`src/rtl/transfer_reg_fifo_pkg.sv`:
```
// Shared definitions for the transfer register FIFO: default geometry, width helpers
// and the one-hot select check used when TRANSFER_SEL_CHECK_EN is defined.
package transfer_reg_fifo_pkg;

    localparam int WIDTH_DEF   = 8;
    localparam int NUM_SRC_DEF = 4;
    localparam int DEPTH_DEF   = 2;

    localparam int CNT_W_DEF = $clog2(DEPTH_DEF + 1);
    localparam int PTR_W_DEF = $clog2(DEPTH_DEF);

    function automatic int cnt_width(input int depth);
        return $clog2(depth + 1);
    endfunction

    function automatic int ptr_width(input int depth);
        return $clog2(depth);
    endfunction

    // Select vectors are zero-extended to 32 bits, so NUM_SRC is limited to 32.
    function automatic logic is_onehot(input logic [31:0] v);
        return (v != 32'd0) && ((v & (v - 32'd1)) == 32'd0);
    endfunction

endpackage

```
`src/rtl/transfer_reg_fifo_if.sv`:
```
// Load/drain bus of the transfer register FIFO; sel_err exists only with TRANSFER_SEL_CHECK_EN.
interface transfer_reg_fifo_if
    import transfer_reg_fifo_pkg::*;
#(
    parameter int WIDTH   = WIDTH_DEF,
    parameter int NUM_SRC = NUM_SRC_DEF,
    parameter int DEPTH   = DEPTH_DEF
);
    localparam int CNT_W = cnt_width(DEPTH);

    logic [NUM_SRC*WIDTH-1:0] src_data;
    logic [NUM_SRC-1:0]       src_sel;
    logic                     load_valid;
    logic                     load_ready;
    logic [WIDTH-1:0]         out_data;
    logic                     out_valid;
    logic                     out_ready;
    logic [CNT_W-1:0]         count;
`ifdef TRANSFER_SEL_CHECK_EN
    logic                     sel_err;

    modport master (
        output src_data, src_sel, load_valid, out_ready,
        input  load_ready, out_data, out_valid, count, sel_err
    );
    modport slave (
        input  src_data, src_sel, load_valid, out_ready,
        output load_ready, out_data, out_valid, count, sel_err
    );
`else
    modport master (
        output src_data, src_sel, load_valid, out_ready,
        input  load_ready, out_data, out_valid, count
    );
    modport slave (
        input  src_data, src_sel, load_valid, out_ready,
        output load_ready, out_data, out_valid, count
    );
`endif

endinterface

```
`src/rtl/transfer_or_nbit.sv`:
```
// AND-OR transfer logic: each selected source bus is gated onto the internal bus and ORed.
module transfer_or_nbit #(
    parameter int WIDTH   = 8,
    parameter int NUM_SRC = 4
) (
    input  logic [NUM_SRC*WIDTH-1:0] src_data,
    input  logic [NUM_SRC-1:0]       src_sel,
    output logic [WIDTH-1:0]         xfer_word
);

    always_comb begin
        xfer_word = '0;
        for (int i = 0; i < NUM_SRC; i++) begin
            xfer_word = xfer_word | ({WIDTH{src_sel[i]}} & src_data[i*WIDTH +: WIDTH]);
        end
    end

endmodule

```
`src/rtl/transfer_reg_fifo.sv`:
```
// Multi-source transfer register feeding a DEPTH-entry FIFO with a registered head word.
// Optional macro TRANSFER_SEL_CHECK_EN drops loads whose select is not one-hot and flags sel_err.
module transfer_reg_fifo
    import transfer_reg_fifo_pkg::*;
#(
    parameter int WIDTH   = WIDTH_DEF,
    parameter int NUM_SRC = NUM_SRC_DEF,
    parameter int DEPTH   = DEPTH_DEF
) (
    input  logic                clk,
    input  logic                rst_n,
    transfer_reg_fifo_if.slave  bus
);

    localparam int CNT_W = cnt_width(DEPTH);
    localparam int PTR_W = ptr_width(DEPTH);

    logic [WIDTH-1:0] mem_q [DEPTH];
    logic [WIDTH-1:0] mem_d [DEPTH];
    logic [PTR_W-1:0] wr_ptr_q, wr_ptr_d;
    logic [PTR_W-1:0] rd_ptr_q, rd_ptr_d;
    logic [PTR_W-1:0] rd_ptr_next;
    logic [CNT_W-1:0] count_q, count_d;
    logic [WIDTH-1:0] out_data_q, out_data_d;
    logic [WIDTH-1:0] xfer_word;
    logic             load_ready;
    logic             push;
    logic             pop;
    logic             store;

    transfer_or_nbit #(
        .WIDTH   (WIDTH),
        .NUM_SRC (NUM_SRC)
    ) u_or (
        .src_data  (bus.src_data),
        .src_sel   (bus.src_sel),
        .xfer_word (xfer_word)
    );

    assign load_ready  = (count_q < CNT_W'(DEPTH));
    assign push        = bus.load_valid && load_ready;
    assign pop         = (count_q != '0) && bus.out_ready;
    assign rd_ptr_next = rd_ptr_q + PTR_W'(1);

`ifdef TRANSFER_SEL_CHECK_EN
    logic sel_ok;
    logic sel_err_q, sel_err_d;

    assign sel_ok    = is_onehot(32'(bus.src_sel));
    assign store     = push && sel_ok;
    assign sel_err_d = push && !sel_ok;

    always_ff @(posedge clk or negedge rst_n) begin
        if (!rst_n) begin
            sel_err_q <= 1'b0;
        end else begin
            sel_err_q <= sel_err_d;
        end
    end

    assign bus.sel_err = sel_err_q;
`else
    assign store = push;
`endif

    always_comb begin
        mem_d      = mem_q;
        wr_ptr_d   = wr_ptr_q;
        rd_ptr_d   = rd_ptr_q;
        out_data_d = out_data_q;
        count_d    = count_q + CNT_W'(store) - CNT_W'(pop);

        if (store) begin
            mem_d[wr_ptr_q] = xfer_word;
            wr_ptr_d        = wr_ptr_q + PTR_W'(1);
        end
        if (pop) begin
            rd_ptr_d = rd_ptr_next;
        end

        // Head changes only when the buffer becomes non-empty with this word or the head pops.
        if (store && ((count_q == '0) || (pop && (count_q == CNT_W'(1))))) begin
            out_data_d = xfer_word;
        end else if (pop && (count_q >= CNT_W'(2))) begin
            out_data_d = mem_q[rd_ptr_next];
        end
    end

    always_ff @(posedge clk or negedge rst_n) begin
        if (!rst_n) begin
            for (int i = 0; i < DEPTH; i++) begin
                mem_q[i] <= '0;
            end
            wr_ptr_q   <= '0;
            rd_ptr_q   <= '0;
            count_q    <= '0;
            out_data_q <= '0;
        end else begin
            mem_q      <= mem_d;
            wr_ptr_q   <= wr_ptr_d;
            rd_ptr_q   <= rd_ptr_d;
            count_q    <= count_d;
            out_data_q <= out_data_d;
        end
    end

    assign bus.load_ready = load_ready;
    assign bus.out_valid  = (count_q != '0);
    assign bus.out_data   = out_data_q;
    assign bus.count      = count_q;

endmodule

```
`src/flat_wrapper.sv`:
```
// flat-port wrapper written by rule: the top's interface ports become plain ports
module transfer_reg_fifo_flat import transfer_reg_fifo_pkg::*;
#(
    parameter int WIDTH   = WIDTH_DEF,
    parameter int NUM_SRC = NUM_SRC_DEF,
    parameter int DEPTH   = DEPTH_DEF
)
  (clk, rst_n, bus_src_data, bus_src_sel, bus_load_valid, bus_out_ready, bus_load_ready, bus_out_data, bus_out_valid, bus_count);
  transfer_reg_fifo_if #(.WIDTH(WIDTH), .NUM_SRC(NUM_SRC), .DEPTH(DEPTH)) bus_i ();
  input  logic clk;
  input  logic rst_n;
  input wire logic [$bits(bus_i.src_data)-1:0] bus_src_data;
  input wire logic [$bits(bus_i.src_sel)-1:0] bus_src_sel;
  input wire logic [$bits(bus_i.load_valid)-1:0] bus_load_valid;
  input wire logic [$bits(bus_i.out_ready)-1:0] bus_out_ready;
  output wire logic [$bits(bus_i.load_ready)-1:0] bus_load_ready;
  output wire logic [$bits(bus_i.out_data)-1:0] bus_out_data;
  output wire logic [$bits(bus_i.out_valid)-1:0] bus_out_valid;
  output wire logic [$bits(bus_i.count)-1:0] bus_count;
  assign bus_i.src_data = bus_src_data;
  assign bus_i.src_sel = bus_src_sel;
  assign bus_i.load_valid = bus_load_valid;
  assign bus_i.out_ready = bus_out_ready;
  assign bus_load_ready = bus_i.load_ready;
  assign bus_out_data = bus_i.out_data;
  assign bus_out_valid = bus_i.out_valid;
  assign bus_count = bus_i.count;
  transfer_reg_fifo #(.WIDTH(WIDTH), .NUM_SRC(NUM_SRC), .DEPTH(DEPTH)) u_core (.clk(clk), .rst_n(rst_n), .bus(bus_i));
endmodule
```
`config.mk`:
```
export PLATFORM = sky130hd
export DESIGN_NAME = transfer_reg_fifo_flat
export DESIGN_NICKNAME = d
export VERILOG_FILES = /design/src/rtl/transfer_reg_fifo_pkg.sv /design/src/rtl/transfer_reg_fifo_if.sv /design/src/rtl/transfer_or_nbit.sv /design/src/rtl/transfer_reg_fifo.sv /design/src/flat_wrapper.sv
export SDC_FILE = /design/constraint.sdc
export NUM_CORES = 1
export LEC_CHECK = 0
export CORE_MARGIN = 8
export CORE_UTILIZATION = 46
export CTS_BUF_LIST = sky130_fd_sc_hd__clkbuf_4 sky130_fd_sc_hd__clkbuf_8
export DETAILED_ROUTE_END_ITERATION = 10
export PLACE_DENSITY = 0.82
export SYNTH_ARGS = -nofsm -noshare
export SYNTH_HDL_FRONTEND = slang
export SYNTH_SLANG_ARGS = --single-unit
export TNS_END_PERCENT = 5
```
`constraint.sdc`:
```
create_clock -name clk -period 1.8 [get_ports clk]
set_input_delay 0.18 -clock clk [delete_from_list [all_inputs] [get_ports clk]]
set_output_delay 0.18 -clock clk [all_outputs]
set_load 0.05 [all_outputs]
```
# Word-level counts from Yosys, hierarchy flattened
# Index checks and enable logic that the tools add are counted.
# totals
reg_bits	28
input_bits	40
out_inout_bits	12
elab_cells	43
# classes
add_sub_neg	4
magnitude_cmp	5
n_eq_ne	1
muxes	8
n_bitwise	9
n_reduce_logical	10
# ops
cell	count
8-bit two-way mux	6
8-bit AND	4
8-bit OR	3
16-bit bitwise mux	1
8-bit demux with 1-bit select	1
2-bit greater-or-equal comparator, second input constant	3
1-bit logical AND	6
1-bit inverter with 2-bit output	2
2-bit nonzero test	2
1-bit adder, second input constant	2
2-bit by 1-bit adder with 2-bit output	1
2-bit by 1-bit == test with 1-bit output, second input constant	1
2-bit logical NOT	1
2-bit by 1-bit less-than comparator with 1-bit output, second input constant	1
2-bit less-than comparator, second input constant	1
2-bit by 1-bit subtractor with 2-bit output	1
1-bit logical OR	1

# Longest topological paths before layout
# depth
depth_word	7
mapped_depth	9
depth_no_buf	8

# Cells and area by module
# A second synthesis with hierarchy kept.
# hier_totals
cells_unflattened	121
area_unflattened_um2	1508.9
# by_module_without_submodules
mod	instances	cells_each	area_each_um2	seq_area_each_um2
transfer_reg_fifo	1	93	1283.7	700.7
transfer_or_nbit	1	28	225.2	0.0

# Worst setup path after synthesis
# OpenSTA, ideal clock, no wires.
# synth_timing
kind	register to register
startpoint	reg u_core.count_q[1], in the netlist u_core.bus.count[1]
endpoint	reg u_core.count_q[1], in the netlist u_core.bus.count[1]
setup_ns	0.123
arrival_ns	2.104
setup_slack_ns	-0.427
stages_incl_launch_ff	10
synth_period_minus_slack_ns	2.227
path_cell_list	dfrtp_1 -> buf_6 -> nor2_2 -> inv_1 -> and2_1 -> ha_1 -> inv_1 -> ha_1 -> xnor2_1 -> xnor2_1
# synth_rtl
item	line_no	source
from (decl)	transfer_reg_fifo.sv:23	logic [CNT_W-1:0] count_q, count_d;
from (signal assigned)	transfer_reg_fifo.sv:102	count_q <= count_d;
2-bit nonzero test	-	
named net bus_out_valid	flat_wrapper.sv:18	output wire logic [$bits(bus_i.out_valid)-1:0] bus_out_valid;
1-bit logical AND	transfer_reg_fifo.sv:42	assign pop = (count_q != '0) && bus.out_ready;
named net u_core.pop	transfer_reg_fifo.sv:28	logic pop;
2-bit by 1-bit subtractor with 2-bit output	transfer_reg_fifo.sv:71	count_d = count_q + CNT_W'(store) - CNT_W'(pop);
named net u_core.count_d[1]	transfer_reg_fifo.sv:23	
# The timed path passes the listed nets, and every way through them passes these cells.
# A chain may end at the register's enable or synchronous reset.

# Worst setup path in the final report
# layout_timing
startpoint	reg u_core.out_data_q[6], in the netlist u_core.bus.out_data[6]
endpoint	out bus_out_data[6]
# layout_rtl
item	line_no	source
from (decl)	transfer_reg_fifo.sv:24	logic [WIDTH-1:0] out_data_q, out_data_d;
from (signal assigned)	transfer_reg_fifo.sv:103	out_data_q <= out_data_d;
to (decl)	flat_wrapper.sv:17	output wire logic [$bits(bus_i.out_data)-1:0] bus_out_data;
# No word-level cell between the ends.

==> impl_metrics.yaml <==
status:
  status: "completed"
grt:
  grt_max_degree: 29
  grt_util_all_layers: 0.158
  grt_first_pass_wirelength_um: 6430
  grt_antenna_before_repair: 0
  first_global_vias: 1399
  gr-total-overflow: 0
placement:
  dp.cells: 222
  buffer_ports.inserted: 51
  dp.final_hpwl_um: 2970
  gpl.final_weighted_congestion: 0.815
clocking:
  clock_sinks: 28
  clk-insertion-delay-late_ps: 320
  cts_setup_buffers: 0
  holdBufCountCts: 0
  cts_buffer_depth: 2
  root_buffer: "clkbuf_4"
  clk_transition_reported_paths_ps: 140
  cts_max_level: 1
  tritoncts: "done"
  cts-buffers-inserted: 3
setup_path:
  critical-path-top-delay-family: "buffers and inverters"
  cp.required_ps: 1620
  cell_at_the_slowest_stage_of_the_critical_path: "clkdlybuf4s50_1"
  timing.critical_path.cells: "clkdlybuf4s50_1"
  timing.critical_path.arrival_ps: 1540
  timing.critical_path.to_type: "primary output"
  worst_path_largest_cell_delay_ps: 820
  worstPathMaxFanout: 2
  critPathBufInv: 1
  worst_setup_path_start_kind: "flop"
  timing_worst_setup_path_type: "reg2out"
job:
  max_cap_viol_count: 0
logic_synthesis:
  synth-warning-count: 0
  synth_seq_cells: 28
  synth_cell_type_count: 22
  synth_top_cells_by_count: "28 x dfrtp_1, 17 x nand2_1, 16 x a22oi_1, 16 x nor2_1, 9 x and2_1"
  cell_taking_the_most_area_after_synthesis: "dfrtp_1"
  synth_async_sr_flop_share: 1.00
  sequential_fraction_of_the_synthesis_area: 0.490
  synthTopCellsByArea: "dfrtp_1 49%, a22oi_1 8.4%, a221o_1 5.6%"
  synthMostInstantiatedCell: "dfrtp_1"
  synthesis.nets: 184
  mappedNetlistArea_um2: 1430
  synth_flop_cell: "dfrtp_1"
  synthDominantCellAreaShare: 0.490
  synthCells: 142
  synth.avg_cell_area_um2: 10.1
  synth_edf_count: 0
detailed_routing:
  drtIter0Drc: 64
  detail-route-antenna-nets: 0
  routedWlPerCell_um: 16.6
  drt_pass1_iterations: 4
  total_wirelength_um: 3750
  detail_route.drc_violations: 0
  route.detailed.vias_per_inst: 5.55
  dr_total_vias: 1254
timing:
  finalHoldViolations: 0
  timing.final.setup_violations: 0
  fmax_ghz: 0.582
  timing.final.crit_period_ps: 1720
  rsz0062_at_grt: "no"
  layout_worst_path_cycle_share: 0.954
  slew_headroom: 0.620
  timing.hold.ws_ps: 204
  worst_slew_pin_slew_ps: 570
  finalClockSkew_ps: 0.818
  final_max_slew_viol_count: 0
final_layout:
  fillers: 234
  final-seq-area_um2: 703
  final_layout_size_suffix_gt1_frac: 0.130
  flow.area_growth_from_synthesis_pct: 42.4
  finish.cell_count_without_fillers: 226
  final_nets: 236
  multi_input_comb_area_um2: 703
  n_antenna_cell: 0
worst_hold_path:
  timing.hold.worst.class: "in2async"
pwr:
  power.share.sequential: 0.361
  power_per_cell_area_nw_per_um2: 1600
  worst_voltage_drop_across_the_vdd_grid_v: 0.000717
  pwr-share-comb: 0.547
  total_switching_power_w: 0.00145
  pint_w: 0.00181
  switching_share: 0.445
  clock_power_share: 0.092
  leakage_nw: 0.875
die:
  boundaryPins: 52
  die_area_um2: 5150
  coreArea_um2: 3000
  dieWidth_um: 71.8
  start_util: 0.477
  die_height_um: 71.8
  placementRows: 20
==> cell usage in the layout (no fill, tap or decap), drive strengths merged, types with 8 or more instances in the layout <==
master	synthesis	routed
nand2	17	17
a21oi	8	8
o21ai	8	8
mux2i	8	8
a22oi	16	16
clkdlybuf4s50	0	47
a221o	8	8
and2	9	9
dfrtp	28	28
nor2	17	17
==> routing by layer <==
metal | up-vias | track usage | share of wire
met5 | - | 0 | 0
met4 | 0 | 0.0522 | 0.010
met3 | 4 | 0.0586 | 0.096
met2 | 57 | 0.268 | 0.47
met1 | 588 | 0.179 | 0.42
li1 | 605 | - | -
==> power by group through the flow <==
stage          sequential [W]  clock (W)  combinational, W
2_1_floorplan         0.00149          0          0.000940
3_3_place_gp          0.00117          0           0.00176
3_5_place_dp          0.00119          0           0.00181
4_1_cts               0.00118   0.000309           0.00181
5_1_grt               0.00122   0.000340           0.00195
6_report              0.00118   0.000301           0.00178
==> flip-flops by register name, indices dropped and copies added, names as in the netlist <==
name / count
u_core.bus.count: 2
u_core.mem_q: 16
u_core.wr_ptr_q: 1
u_core.rd_ptr_q: 1
u_core.bus.out_data: 8
==> metrics by stage <==
stage / setup TNS [ps] / utilization / total power [W] / instance area, um^2 / setup slack (ps)
floorplan: -376 / - / 0.00243 / 1480 / -289
global placement: 0 / 0.666 / 0.00293 / 2000 / 157
detailed placement: 0 / 0.666 / 0.00300 / 2000 / 125
CTS: 0 / 0.678 / 0.00330 / 2040 / 23.6
global route: 0 / 0.679 / 0.00351 / 2040 / 23.3
finish: 0 / 0.679 / 0.00327 / 2040 / 82.8
==> worst register-to-register path: cells and delay by family, from the launching register on <==
family        cells  cell delay [ps]
xor+xnor          2              280
fa+ha+maj         2              400
buf+inv           2              130
flops             1              460
simple gates      2              310
==> cell type report <==
type | count | share of cell area
clock buffers | 4 | 0.0178
inverters | 4 | 0.00921
multi-input cells | 102 | 0.345
flip-flops and latches | 28 | 0.345
well taps | 33 | 0.0203
repair buffers | 55 | 0.263
==> logic make-up (layout without fill, tap and decap cells) <==
| family | after synthesis | after routing | share of synthesized area |
|---|---|---|---|
| xor gates and xnor gates | 4 | 4 | 0.0245 |
| buffers and inverters | 12 | 63 | 0.0472 |
| muxes | 8 | 8 | 0.0559 |
| adders and majority gates | 2 | 2 | 0.0175 |
| DFF | 28 | 28 | 0.490 |
| and+or+nand+nor | 46 | 46 | 0.155 |
| AOI/OAI and AO/OA | 42 | 42 | 0.211 |
==> worst paths after layout <==
kind	from	to	slack (ps)	cells past startpoint
setup / recovery	u_core.bus.out_data[6]$_DFFE_PN0P_	bus_out_data[6]	80	1
hold / removal	rst_n	u_core.mem_q[0]$_DFFE_PN0P_	200	2
setup reg to reg	u_core.bus.count[0]$_DFF_PN0_	u_core.bus.count[1]$_DFF_PN0_	150	8
hold reg to reg	u_core.mem_q[6]$_DFFE_PN0P_	u_core.mem_q[6]$_DFFE_PN0P_	500	2
max in group asynchronous	rst_n	u_core.bus.count[0]$_DFF_PN0_	1320	2
min in group clk	u_core.mem_q[6]$_DFFE_PN0P_	u_core.mem_q[6]$_DFFE_PN0P_	500	2
==> timing repair <==
item,CTS,global route
endpoints found under the hold margin,0,0
gates resized for setup,0,1
endpoints found under the setup margin,0,1
No activity file was read; power rests on OpenSTA's default activity.
